**src/rtl/z80_io_pkg.sv**
```systemverilog
// z80_io_pkg: shared constants and state types for the Z80 I/O-port UART.
//   Port offsets within the 4-port block, STATUS/CTRL bit positions,
//   and the TX/RX FSM state enums.
package z80_io_pkg;

    localparam logic [1:0] OFS_DATA   = 2'd0;
    localparam logic [1:0] OFS_STATUS = 2'd1;
    localparam logic [1:0] OFS_CTRL   = 2'd2;

    localparam int ST_RX_AVAIL  = 0;
    localparam int ST_RX_FULL   = 1;
    localparam int ST_TX_BUSY   = 2;
    localparam int ST_TX_READY  = 3;
    localparam int ST_OVERRUN   = 4;
    localparam int ST_FRAME_ERR = 5;

    localparam int CTRL_RX_IE = 0;
    localparam int CTRL_TX_IE = 1;

    typedef enum logic [1:0] {TX_IDLE, TX_START, TX_DATA, TX_STOP} tx_state_t;
    typedef enum logic [1:0] {RX_IDLE, RX_START, RX_DATA, RX_STOP} rx_state_t;

endpackage

```
**src/rtl/z80_uart_io_sync_fifo.sv**
```systemverilog
// sync_fifo: single-clock FIFO with combinational head output.
//   i_push/i_data : write side (ignored when full unless popping in the same cycle)
//   i_pop         : read side (ignored when empty)
//   o_head        : entry at the read pointer (stale when empty)
//   o_full/o_empty: occupancy flags
module sync_fifo #(
    parameter int WIDTH = 8,
    parameter int DEPTH = 4
) (
    input  logic             i_clk,
    input  logic             i_reset,
    input  logic             i_push,
    input  logic [WIDTH-1:0] i_data,
    input  logic             i_pop,
    output logic [WIDTH-1:0] o_head,
    output logic             o_full,
    output logic             o_empty
);
    localparam int AW = $clog2(DEPTH);

    logic [WIDTH-1:0] r_mem [DEPTH];
    logic [AW:0]      r_wr_ptr;
    logic [AW:0]      r_rd_ptr;
    logic             w_do_push;
    logic             w_do_pop;

    // Extra pointer bit distinguishes full from empty when the indices match.
    assign o_empty   = (r_wr_ptr == r_rd_ptr);
    assign o_full    = (r_wr_ptr[AW] != r_rd_ptr[AW]) &&
                       (r_wr_ptr[AW-1:0] == r_rd_ptr[AW-1:0]);
    assign w_do_pop  = i_pop & ~o_empty;
    // A pop frees the head slot at the same edge, so a push into a full FIFO is allowed then.
    assign w_do_push = i_push & (~o_full | w_do_pop);
    assign o_head    = r_mem[r_rd_ptr[AW-1:0]];

    always_ff @(posedge i_clk or posedge i_reset) begin
        if (i_reset) begin
            r_wr_ptr <= '0;
            r_rd_ptr <= '0;
        end else begin
            if (w_do_push) r_wr_ptr <= r_wr_ptr + 1'b1;
            if (w_do_pop)  r_rd_ptr <= r_rd_ptr + 1'b1;
        end
    end

    always_ff @(posedge i_clk) begin
        if (w_do_push) r_mem[r_wr_ptr[AW-1:0]] <= i_data;
    end

endmodule

```
**src/rtl/z80_uart_io.sv**
```systemverilog
// z80_uart_io: serial console peripheral on the Z80 I/O-port bus.
//   i_addr/i_iorq/i_wr/i_data : CPU I/O cycle; o_data is the combinational read path
//   o_int                     : level interrupt (RX data available / TX holding empty)
//   i_rx/o_tx                 : 8N1 serial lines
//
// TX FSM
//   state    | meaning
//   TX_IDLE  | line high, waiting for the holding register to fill
//   TX_START | sending the start bit
//   TX_DATA  | sending 8 data bits, LSB first
//   TX_STOP  | sending the stop bit; chains straight into START if another byte waits
// RX FSM
//   state    | meaning
//   RX_IDLE  | waiting for a falling edge on the synchronised line
//   RX_START | waiting half a bit to confirm the start bit (high = glitch)
//   RX_DATA  | sampling 8 data bits one bit period apart
//   RX_STOP  | sampling the stop bit; push on 1, framing error on 0
module z80_uart_io
    import z80_io_pkg::*;
#(
    parameter logic [7:0] BASE_PORT    = 8'h80,
    parameter int         CLKS_PER_BIT = 434,
    parameter int         RX_DEPTH     = 4
) (
    input  logic       i_clk,
    input  logic       i_reset,
    input  logic [7:0] i_addr,
    input  logic       i_iorq,
    input  logic       i_wr,
    input  logic [7:0] i_data,
    output logic [7:0] o_data,
    output logic       o_int,
    input  logic       i_rx,
    output logic       o_tx
);
    localparam int              CNT_W     = $clog2(CLKS_PER_BIT);
    localparam logic [CNT_W-1:0] BIT_LOAD  = CNT_W'(CLKS_PER_BIT - 1);
    localparam logic [CNT_W-1:0] HALF_LOAD = CNT_W'(CLKS_PER_BIT / 2 - 1);

    logic             w_sel, w_wr_stb, w_st_wr, w_pop;
    logic             r_sel_q, r_rd_data;
    logic [1:0]       r_ctrl;
    logic [7:0]       w_status;
    logic             r_overrun, r_frame_err;

    tx_state_t        r_tx_state;
    logic [CNT_W-1:0] r_tx_cnt;
    logic [2:0]       r_tx_bit;
    logic [7:0]       r_tx_shift, r_hold;
    logic             r_hold_full, r_tx;

    rx_state_t        r_rx_state;
    logic [CNT_W-1:0] r_rx_cnt;
    logic [2:0]       r_rx_bit;
    logic [7:0]       r_rx_shift;
    logic             r_rx_meta, r_rx_sync, r_rx_prev;
    logic             w_rx_push, w_ferr_evt, w_ovr_evt;
    logic [7:0]       w_fifo_head;
    logic             w_fifo_full, w_fifo_empty;

    assign w_sel    = i_iorq & (i_addr[7:2] == BASE_PORT[7:2]);
    assign w_wr_stb = w_sel & i_wr & ~r_sel_q;
    assign w_st_wr  = w_wr_stb & (i_addr[1:0] == OFS_STATUS);
    assign w_pop    = r_rd_data & ~w_sel;
    assign o_tx     = r_tx;
    assign o_int    = (r_ctrl[CTRL_RX_IE] & ~w_fifo_empty) | (r_ctrl[CTRL_TX_IE] & ~r_hold_full);

    sync_fifo #(.WIDTH(8), .DEPTH(RX_DEPTH)) u_rx_fifo (
        .i_clk   (i_clk),
        .i_reset (i_reset),
        .i_push  (w_rx_push),
        .i_data  (r_rx_shift),
        .i_pop   (w_pop),
        .o_head  (w_fifo_head),
        .o_full  (w_fifo_full),
        .o_empty (w_fifo_empty)
    );

    always_comb begin
        w_status               = 8'h00;
        w_status[ST_RX_AVAIL]  = ~w_fifo_empty;
        w_status[ST_RX_FULL]   = w_fifo_full;
        w_status[ST_TX_BUSY]   = (r_tx_state != TX_IDLE);
        w_status[ST_TX_READY]  = ~r_hold_full;
        w_status[ST_OVERRUN]   = r_overrun;
        w_status[ST_FRAME_ERR] = r_frame_err;
    end

    always_comb begin
        o_data = 8'h00;
        if (w_sel && !i_wr) begin
            case (i_addr[1:0])
                OFS_DATA:   o_data = w_fifo_empty ? 8'h00 : w_fifo_head;
                OFS_STATUS: o_data = w_status;
                OFS_CTRL:   o_data = {6'b0, r_ctrl};
                default:    o_data = 8'h00;
            endcase
        end
    end

    // Bus tracking: previous select for the write strobe, pending DATA read for pop at read end.
    always_ff @(posedge i_clk or posedge i_reset) begin
        if (i_reset) begin
            r_sel_q   <= 1'b0;
            r_rd_data <= 1'b0;
            r_ctrl    <= 2'b00;
        end else begin
            r_sel_q <= w_sel;
            if (w_sel && !i_wr) r_rd_data <= (i_addr[1:0] == OFS_DATA);
            else if (!w_sel)    r_rd_data <= 1'b0;
            if (w_wr_stb && i_addr[1:0] == OFS_CTRL) r_ctrl <= i_data[1:0];
        end
    end

    // An event in the same cycle as its clear keeps the bit set.
    assign w_ovr_evt = w_rx_push & w_fifo_full & ~w_pop;
    always_ff @(posedge i_clk or posedge i_reset) begin
        if (i_reset) begin
            r_overrun   <= 1'b0;
            r_frame_err <= 1'b0;
        end else begin
            r_overrun   <= w_ovr_evt  | (r_overrun   & ~(w_st_wr & i_data[ST_OVERRUN]));
            r_frame_err <= w_ferr_evt | (r_frame_err & ~(w_st_wr & i_data[ST_FRAME_ERR]));
        end
    end

    // o_tx is registered from the state, so the line lags the FSM by one cycle;
    // every state lasts exactly CLKS_PER_BIT so bit widths are preserved.
    always_ff @(posedge i_clk or posedge i_reset) begin
        if (i_reset) begin
            r_tx_state  <= TX_IDLE;
            r_tx_cnt    <= '0;
            r_tx_bit    <= 3'd0;
            r_tx_shift  <= 8'h00;
            r_hold      <= 8'h00;
            r_hold_full <= 1'b0;
            r_tx        <= 1'b1;
        end else begin
            r_tx <= (r_tx_state == TX_START) ? 1'b0 :
                    (r_tx_state == TX_DATA)  ? r_tx_shift[0] : 1'b1;
            if (w_wr_stb && i_addr[1:0] == OFS_DATA && !r_hold_full) begin
                r_hold      <= i_data;
                r_hold_full <= 1'b1;
            end
            case (r_tx_state)
                TX_IDLE: if (r_hold_full) begin
                    r_tx_shift  <= r_hold;
                    r_hold_full <= 1'b0;
                    r_tx_cnt    <= BIT_LOAD;
                    r_tx_state  <= TX_START;
                end
                TX_START: if (r_tx_cnt == '0) begin
                    r_tx_cnt   <= BIT_LOAD;
                    r_tx_bit   <= 3'd0;
                    r_tx_state <= TX_DATA;
                end else r_tx_cnt <= r_tx_cnt - CNT_W'(1);
                TX_DATA: if (r_tx_cnt == '0) begin
                    r_tx_cnt   <= BIT_LOAD;
                    r_tx_shift <= {1'b0, r_tx_shift[7:1]};
                    if (r_tx_bit == 3'd7) r_tx_state <= TX_STOP;
                    else                  r_tx_bit   <= r_tx_bit + 3'd1;
                end else r_tx_cnt <= r_tx_cnt - CNT_W'(1);
                TX_STOP: if (r_tx_cnt == '0) begin
                    if (r_hold_full) begin
                        r_tx_shift  <= r_hold;
                        r_hold_full <= 1'b0;
                        r_tx_cnt    <= BIT_LOAD;
                        r_tx_state  <= TX_START;
                    end else r_tx_state <= TX_IDLE;
                end else r_tx_cnt <= r_tx_cnt - CNT_W'(1);
                default: r_tx_state <= TX_IDLE;
            endcase
        end
    end

    assign w_rx_push  = (r_rx_state == RX_STOP) && (r_rx_cnt == '0) &&  r_rx_sync;
    assign w_ferr_evt = (r_rx_state == RX_STOP) && (r_rx_cnt == '0) && !r_rx_sync;

    always_ff @(posedge i_clk or posedge i_reset) begin
        if (i_reset) begin
            r_rx_meta  <= 1'b1;
            r_rx_sync  <= 1'b1;
            r_rx_prev  <= 1'b1;
            r_rx_state <= RX_IDLE;
            r_rx_cnt   <= '0;
            r_rx_bit   <= 3'd0;
            r_rx_shift <= 8'h00;
        end else begin
            r_rx_meta <= i_rx;
            r_rx_sync <= r_rx_meta;
            r_rx_prev <= r_rx_sync;
            case (r_rx_state)
                RX_IDLE: if (r_rx_prev && !r_rx_sync) begin
                    r_rx_cnt   <= HALF_LOAD;
                    r_rx_state <= RX_START;
                end
                RX_START: if (r_rx_cnt == '0) begin
                    if (r_rx_sync) r_rx_state <= RX_IDLE;
                    else begin
                        r_rx_cnt   <= BIT_LOAD;
                        r_rx_bit   <= 3'd0;
                        r_rx_state <= RX_DATA;
                    end
                end else r_rx_cnt <= r_rx_cnt - CNT_W'(1);
                RX_DATA: if (r_rx_cnt == '0) begin
                    r_rx_cnt   <= BIT_LOAD;
                    r_rx_shift <= {r_rx_sync, r_rx_shift[7:1]};
                    if (r_rx_bit == 3'd7) r_rx_state <= RX_STOP;
                    else                  r_rx_bit   <= r_rx_bit + 3'd1;
                end else r_rx_cnt <= r_rx_cnt - CNT_W'(1);
                RX_STOP: if (r_rx_cnt == '0) r_rx_state <= RX_IDLE;
                         else r_rx_cnt <= r_rx_cnt - CNT_W'(1);
                default: r_rx_state <= RX_IDLE;
            endcase
        end
    end

endmodule
```
**config.mk**
```make
export PLATFORM = sky130hd
export DESIGN_NAME = z80_uart_io
export DESIGN_NICKNAME = d
export VERILOG_FILES = /design/src/rtl/z80_io_pkg.sv /design/src/rtl/z80_uart_io_sync_fifo.sv /design/src/rtl/z80_uart_io.sv
export SDC_FILE = /design/constraint.sdc
export NUM_CORES = 1
export LEC_CHECK = 0
export ABC_AREA = 1
export CORE_AREA = 4 4 106 98
export CTS_CLUSTER_DIAMETER = 100
export CTS_CLUSTER_SIZE = 30
export DETAILED_ROUTE_END_ITERATION = 10
export DIE_AREA = 0 0 110 102
export GPL_TIMING_DRIVEN = 0
export HOLD_SLACK_MARGIN = 0.05
export PLACE_DENSITY = 0.84
export RECOVER_POWER = 100
export SLEW_MARGIN = 30
export SYNTH_ARGS = -nofsm -noshare
export SYNTH_HDL_FRONTEND = slang
export SYNTH_SLANG_ARGS = --single-unit
```
**constraint.sdc**
```tcl
create_clock -name i_clk -period 5.7 [get_ports i_clk]
set_input_delay 1.14 -clock i_clk [delete_from_list [all_inputs] [get_ports i_clk]]
set_output_delay 1.14 -clock i_clk [all_outputs]
set_load 0.005 [all_outputs]
```
======== Word-level counts from Yosys, hierarchy flattened ========
Memory sizes are Yosys's and may differ from the RTL's.
Cells that the tools add are included.
Widths: inputs -> output; s select.
storage, ports and cells
  register bits after elaboration ......... 69
  RAM bits ................................ 32
  input bits .............................. 21
  output and inout bits ................... 10
  word-level logic and storage cells ...... 164
  memories ................................ 1
memory list
  memory           words  bits a word  read ports  clocked after memory_dff  wr ports  line                         text
  u_rx_fifo.r_mem  4      8            1           0                         1         z80_uart_io_sync_fifo.sv:21  logic [WIDTH-1:0] r_mem [DEPTH];
operators by class
  add/subtract/negate cells ............... 6
  eq/ne operators ......................... 30
  multiplexer cells ....................... 50
  bitwise logic cells ..................... 27
  reduce and logical (&&, ||, !) cells .... 29
operator list
  operator             count
  $mux 9               8
  $pmux 8 s3           2
  $mux 8               5
  $pmux 9 s4           1
  $pmux 9 s3           1
  $mux 2               11
  $mux 3               7
  $ne 2x2->1 const B   10
  $logic_not 9->1      2
  $sub 9x1->9 const B  2
  $pmux 2 s4           2
  $and 1x1->1          15
  $reduce_and 5->1     3
  $add 3x1->3 const B  4
  $pmux 3 s2           2
  $eq 2x2->1 const B   5
  $mux 1               10
  $ne 2x1->1 const B   5
  $logic_and 1x1->1    9
  $not 1->1            8
  $eq 2x1->1 const B   3
  $eq 3x3->1 const B   2
  $eq 6x6->1 const B   1
  $logic_not 2->1      3
  other kinds (13)     21

======== Logic depth before layout (Yosys ltp) ========
  depth in word-level cells ............... 10
  depth in mapped cells ................... 10
  depth with buffers taken out ............ 10

======== By module ========
Synthesis repeated with hierarchy kept, for this count alone.
unflattened totals
  cells, all modules ...................... 592
  area, all modules ....................... 5245.0 um^2
by module, submodules not included
  module       times used  cells an instance  area an instance (um^2)  seq. area each (um^2)
  z80_uart_io  1           454                3585.9                   1581.5
  sync_fifo    1           138                1659.1                   1111.1

======== Worst setup path after synthesis ========
Ideal clock, no wire load.
  kind .................................... input to output
  start point ............................. in i_addr[5]
  end point ............................... out o_data[2]
  data arrival time ....................... 1.941 ns
  data required time ...................... 4.560 ns
  slack ................................... 2.619 ns
  cell stages on the path ................. 5
  path buffers ............................ 0
  cell sequence ........................... nor2_2 -> nand2_2 -> nor3_4 -> nand3_2 -> o21ai_1
between the ends
  word-level cells in the longest chain between the ends .. 4
RTL lines
  element            line               text
  start, declared    z80_uart_io.sv:27  input logic [7:0] i_addr,
  $eq 6x6->1         z80_uart_io.sv:61  assign w_sel = i_iorq & (i_addr[7:2] == BASE_PORT[7:2]);
  $and 1x1->1        z80_uart_io.sv:61
  $logic_and 1x1->1  z80_uart_io.sv:91  if (w_sel && !i_wr) begin
  $mux 8             z80_uart_io.sv:91
  end, declared      z80_uart_io.sv:31  output logic [7:0] o_data,
No other way between the ends.

======== Worst setup path after layout ========
Same ends and word-level chain as after synthesis.

==> flow_summary.html <==
<table>
<tr><th>Metric</th><th>Value</th></tr>
<tr><th colspan="2">Finish</th></tr>
<tr><td>Antenna Diode Count</td><td>0</td></tr>
<tr><td>Number of filler instances in the final layout</td><td>~760</td></tr>
<tr><td>Final #Nets</td><td>approximately 720</td></tr>
<tr><td>Fraction of final layout cells sized beyond drive strength 1</td><td>0.0743</td></tr>
<tr><td>P&amp;R area growth vs syn</td><td>10.8%</td></tr>
<tr><th colspan="2">Clocking</th></tr>
<tr><td>Clock latency reported for the late side of the worst-skew pair</td><td>about 0.38 ns</td></tr>
<tr><td>Clock root buffer</td><td>clkbuf_8</td></tr>
<tr><td>Inserted Clock Buffers</td><td>9</td></tr>
<tr><td>H-tree Lvls</td><td>3</td></tr>
<tr><td>Post-cts repair resize count</td><td>0</td></tr>
<tr><td>Clock-pin slew reported for the worst setup and hold paths after clock tree synthesis</td><td>0.09 ns</td></tr>
<tr><td>Number of hold buffers added after cts</td><td>0</td></tr>
<tr><td>Maximum number of buffers from clock root to sink</td><td>2</td></tr>
<tr><td>Clk sinks</td><td>roughly 100</td></tr>
<tr><td>Clock tree from TritonCTS</td><td>yes</td></tr>
<tr><td>Post-CTS Setup Bufs</td><td>0</td></tr>
<tr><th colspan="2">Floorplan</th></tr>
<tr><td>Number of standard-cell rows in the floorplan</td><td>34</td></tr>
<tr><td>Y dimension of the die</td><td>slightly above 100 µm</td></tr>
<tr><td>Horizontal extent of the die</td><td>about 110 µm</td></tr>
<tr><td>Standard cell core area</td><td>about 0.0094 mm²</td></tr>
<tr><td>Die footprint</td><td>around 0.011 mm²</td></tr>
<tr><td>Count of boundary I/O pins</td><td>31</td></tr>
<tr><td>Initial cell density of the core</td><td>0.576</td></tr>
<tr><th colspan="2">Detailed routing</th></tr>
<tr><td>First-pass DRT Iterations</td><td>5</td></tr>
<tr><td>Final wirelength</td><td>12300 µm</td></tr>
<tr><td>Residual DRC</td><td>0</td></tr>
<tr><td>Violation count after the first detailed-routing iteration</td><td>approximately 300</td></tr>
<tr><td>Avg WL per Cell</td><td>15.2 µm</td></tr>
<tr><td>Vias post-DR</td><td>around 4500</td></tr>
<tr><td>Count of nets left with antenna violations after detail routing</td><td>0</td></tr>
<tr><td>Number of vias per cell after detailed routing</td><td>roughly 5.5</td></tr>
<tr><th colspan="2">Synth</th></tr>
<tr><td>Instance count of the mapped netlist</td><td>639</td></tr>
<tr><td>Flip-flop and latch count after synthesis</td><td>a little over 100</td></tr>
<tr><td>Async S/R FF share, synth</td><td>0.683</td></tr>
<tr><td>EDFF count, synth</td><td>32</td></tr>
<tr><td>Mean instance size in the synthesized netlist</td><td>about 8.5 µm²</td></tr>
<tr><td>Syn. warnings</td><td>0</td></tr>
<tr><td>Flip-flop cell with the highest count after synthesis</td><td>dfrtp_1</td></tr>
<tr><td>Post-Synthesis Net Count</td><td>just under 700</td></tr>
<tr><td>Proportion of synthesized chip area in sequential cells</td><td>0.497</td></tr>
<tr><td>Distinct cell type count of the synthesized netlist</td><td>38</td></tr>
<tr><td>Netlist area before placement</td><td>0.00542 mm²</td></tr>
<tr><th colspan="2">STA</th></tr>
<tr><td>Fin. Hold Viols</td><td>0</td></tr>
<tr><td>Worst-case hold slack</td><td>approximately 0.37 ns</td></tr>
<tr><td>Setup repair after global routing missed its margin</td><td>false</td></tr>
<tr><td>Actual transition at the worst max-transition pin</td><td>roughly 1.7 ns</td></tr>
<tr><td>Post-layout minimum cycle time</td><td>4.89 ns</td></tr>
<tr><td>Maximum clock skew at final layout</td><td>around 0.013 ns</td></tr>
<tr><td>Sum Neg Setup Slack</td><td>0 ns</td></tr>
<tr><td>Share of the cycle needed by the critical path after routing</td><td>0.858</td></tr>
<tr><td>Highest clock rate</td><td>roughly 0.20 GHz</td></tr>
<tr><td>Final-report max-slew violation count</td><td>slightly above 70</td></tr>
<tr><td>Final-report setup violation count</td><td>0</td></tr>
<tr><td>Final setup slack of the worst path</td><td>0.807 ns</td></tr>
<tr><td>Worst rel slew slack</td><td>-0.135</td></tr>
<tr><th colspan="2">Pwr</th></tr>
<tr><td>Sw Pwr</td><td>0.000899 W</td></tr>
<tr><td>Total power after layout</td><td>around 0.0023 W</td></tr>
<tr><td>Clock power frac</td><td>0.240</td></tr>
<tr><td>Flop pwr share</td><td>0.392</td></tr>
<tr><td>Maximum vdd drop</td><td>between 0.0002 and 0.00025 V</td></tr>
<tr><td>Leakage</td><td>about 2.9 nW</td></tr>
<tr><td>Internal power of the cells</td><td>about 0.0014 W</td></tr>
<tr><td>Part of the total power dissipated in combinational logic</td><td>0.368</td></tr>
<tr><td>Sw Share</td><td>0.390</td></tr>
<tr><td>Power Density</td><td>~380 mW/mm²</td></tr>
<tr><th colspan="2">Hold path</th></tr>
<tr><td>Class of the most critical hold timing path</td><td>register to register</td></tr>
<tr><th colspan="2">Critical path</th></tr>
<tr><td>Data arrival time of the critical path</td><td>approximately 3.8 ns</td></tr>
<tr><td>Critical path endpoint category</td><td>output port</td></tr>
<tr><td>Data required, critical path</td><td>about 4.6 ns</td></tr>
<tr><td>Crit Path Max Fanout</td><td>7</td></tr>
<tr><td>Classification of the worst setup path</td><td>input port to output port</td></tr>
<tr><td>CP Launch Type</td><td>input port</td></tr>
<tr><th colspan="2">Place</th></tr>
<tr><td>Final HPWL DP</td><td>around 8800 µm</td></tr>
<tr><td>Setup slack after placement</td><td>around 1.5 ns</td></tr>
<tr><td>Count of input and output buffers</td><td>30</td></tr>
<tr><td>Placer Congestion</td><td>roughly 0.89</td></tr>
<tr><th colspan="2">Flow run</th></tr>
<tr><td># Max-Cap Violations</td><td>2</td></tr>
<tr><th colspan="2">Global route</th></tr>
<tr><td>Aggregate global routing overflow</td><td>0</td></tr>
<tr><td>First-pass GRT wire length</td><td>roughly 21000 µm</td></tr>
<tr><td>Pin count of the biggest net entering global routing</td><td>38</td></tr>
<tr><td>Global routing usage summed across all routing layers</td><td>0.235</td></tr>
<tr><td>Number of global-route vias before repair</td><td>about 4500</td></tr>
<tr><td>Number of antenna violations at the first check in global routing</td><td>0</td></tr>
<tr><th colspan="2">Outcome</th></tr>
<tr><td>Run status</td><td>complete, but fails checks</td></tr>
<tr><td>Failing checks</td><td>capacitance limit, slew limit</td></tr>
</table>
[cells in the mapped netlist (6+ instances only)]
| master | n | share of area |
|---|---|---|
| o22ai_1 | 6 | 0.0069 |
| inv_1 | 56 | 0.039 |
| dfrtp_1 | 65 | 0.30 |
| nand2_1 | 198 | 0.14 |
| nand2_2 | 10 | 0.012 |
| ha_1 | 22 | 0.051 |
| nand4_1 | 8 | 0.0092 |
| nor2_2 | 8 | 0.0092 |
| nand3_1 | 47 | 0.043 |
| nor2_1 | 59 | 0.041 |
| edfxtp_1 | 32 | 0.18 |
| o21ai_1 | 11 | 0.010 |
| a21oi_1 | 21 | 0.019 |
| o21ai_0 | 35 | 0.032 |
| inv_2 | 10 | 0.0069 |
[power by group through the flow]
stage                     combinational (W)  clock [W]  sequential, W
after floorplan                    0.000663          0       0.000900
after global placement             0.000808          0       0.000912
after detailed placement           0.000860          0       0.000918
after CTS                          0.000872   0.000562       0.000904
after global routing               0.000963   0.000595       0.000918
final                              0.000850   0.000553       0.000905
[per-stage QoR]
stage | utilization | area (µm²) | std cells
after global placement | 0.625 | 5880 | 795
after floorplan | - | 5420 | 639
final | 0.638 | 6000 | 812
after CTS | 0.654 | 6140 | 812
after detailed placement | 0.627 | 5900 | 796
after global routing | 0.638 | 6000 | 812
[registers in the layout, summed over array words and instances (netlist names), 2 cells and up, named ones only]
signal,flops
r_rx_shift,8
r_tx_state,2
r_rx_bit,3
r_tx_shift,8
r_ctrl,2
r_tx_cnt,9
r_tx_bit,3
u_rx_fifo.r_wr_ptr,3
r_rx_cnt,9
r_hold,8
u_rx_fifo.r_rd_ptr,3
u_rx_fifo.r_mem,32
[worst max-delay path, stage by stage]
cell	delay (ns)
dlygate4sd3_1	0.55
nor2_1	0.11
nand2_1	0.11
nor3_1	0.59
nand3_1	0.37
o21ai_0	0.33
clkdlybuf4s50_1	0.55
[final cells by class]
cell class | instances | area, µm² | area share
Clock inverter | 7 | 121 | 0.0202
Tap cell | 126 | 158 | 0.0263
Timing Repair Buffer | 31 | 304 | 0.0507
Multi-Input combinational cell | 459 | 2280 | 0.381
Clock buffer | 9 | 124 | 0.0206
Buffer | 12 | 65.1 | 0.0108
Sequential cell | 101 | 2690 | 0.449
Inverter | 67 | 253 | 0.0421
[placed cells by master, fill, tap and decap left out, types with 2 or more instances in the layout]
cell type | netlist | final
dfrtp_1 | 65 | 65
buf_2 | 4 | 4
dfstp_2 | 4 | 3
xnor2_1 | 4 | 4
nand3_1 | 47 | 49
clkbuf_8 | 0 | 9
inv_6 | 0 | 2
o21ai_1 | 11 | 5
inv_2 | 10 | 7
nor2_2 | 8 | 6
buf_4 | 5 | 4
xor2_1 | 5 | 5
a22o_1 | 2 | 2
a32o_1 | 2 | 2
edfxtp_1 | 32 | 32
inv_1 | 56 | 58
clkdlybuf4s50_1 | 0 | 25
ha_1 | 22 | 22
clkbuf_1 | 2 | 5
a21oi_1 | 21 | 22
o211ai_1 | 2 | 2
o21ai_0 | 35 | 42
nand4_1 | 8 | 8
bufinv_16 | 0 | 3
nor2_1 | 59 | 64
nand2_2 | 10 | 4
dlygate4sd3_1 | 0 | 5
nor3_1 | 0 | 2
nand2_1 | 198 | 207
o22ai_1 | 6 | 6
clkinvlp_2 | 0 | 2
[cells by family (layout without fill, tap and decap cells)]
kind of cell               Yosys count  in the layout  share of synthesized area
and+or+nand+nor                    346            346                      0.293
xor gates and xnor gates            10             10                     0.0175
DFF                                101            101                      0.497
adders and majority gates           22             22                     0.0508
AOI/OAI and AO/OA                   81             81                     0.0817
buffers and inverters               79            126                     0.0605
[final timing paths]
path,startpoint,endpoint,slack (ns),cells after the start
hold reg to reg,r_rx_meta,r_rx_sync,0.37,0
max in group asynchronous,i_reset,r_rx_shift[4],1.89,3
setup reg to reg,r_rx_cnt[0],u_rx_fifo.r_mem[1][7],3.03,8
setup / recovery,i_addr[5],o_data[2],0.81,7
min in group asynchronous,i_reset,r_tx_bit[2],1.61,2
hold / removal,r_rx_meta,r_rx_sync,0.37,0
[layer usage]
layer,GRT usage,wire (µm),part of all wire
met5,0,0,0
met2,0.394,6140,0.50
met4,0.0748,207,0.017
met1,0.303,5300,0.43
met3,0.0581,673,0.055
(Power assumes the default switching activity.)
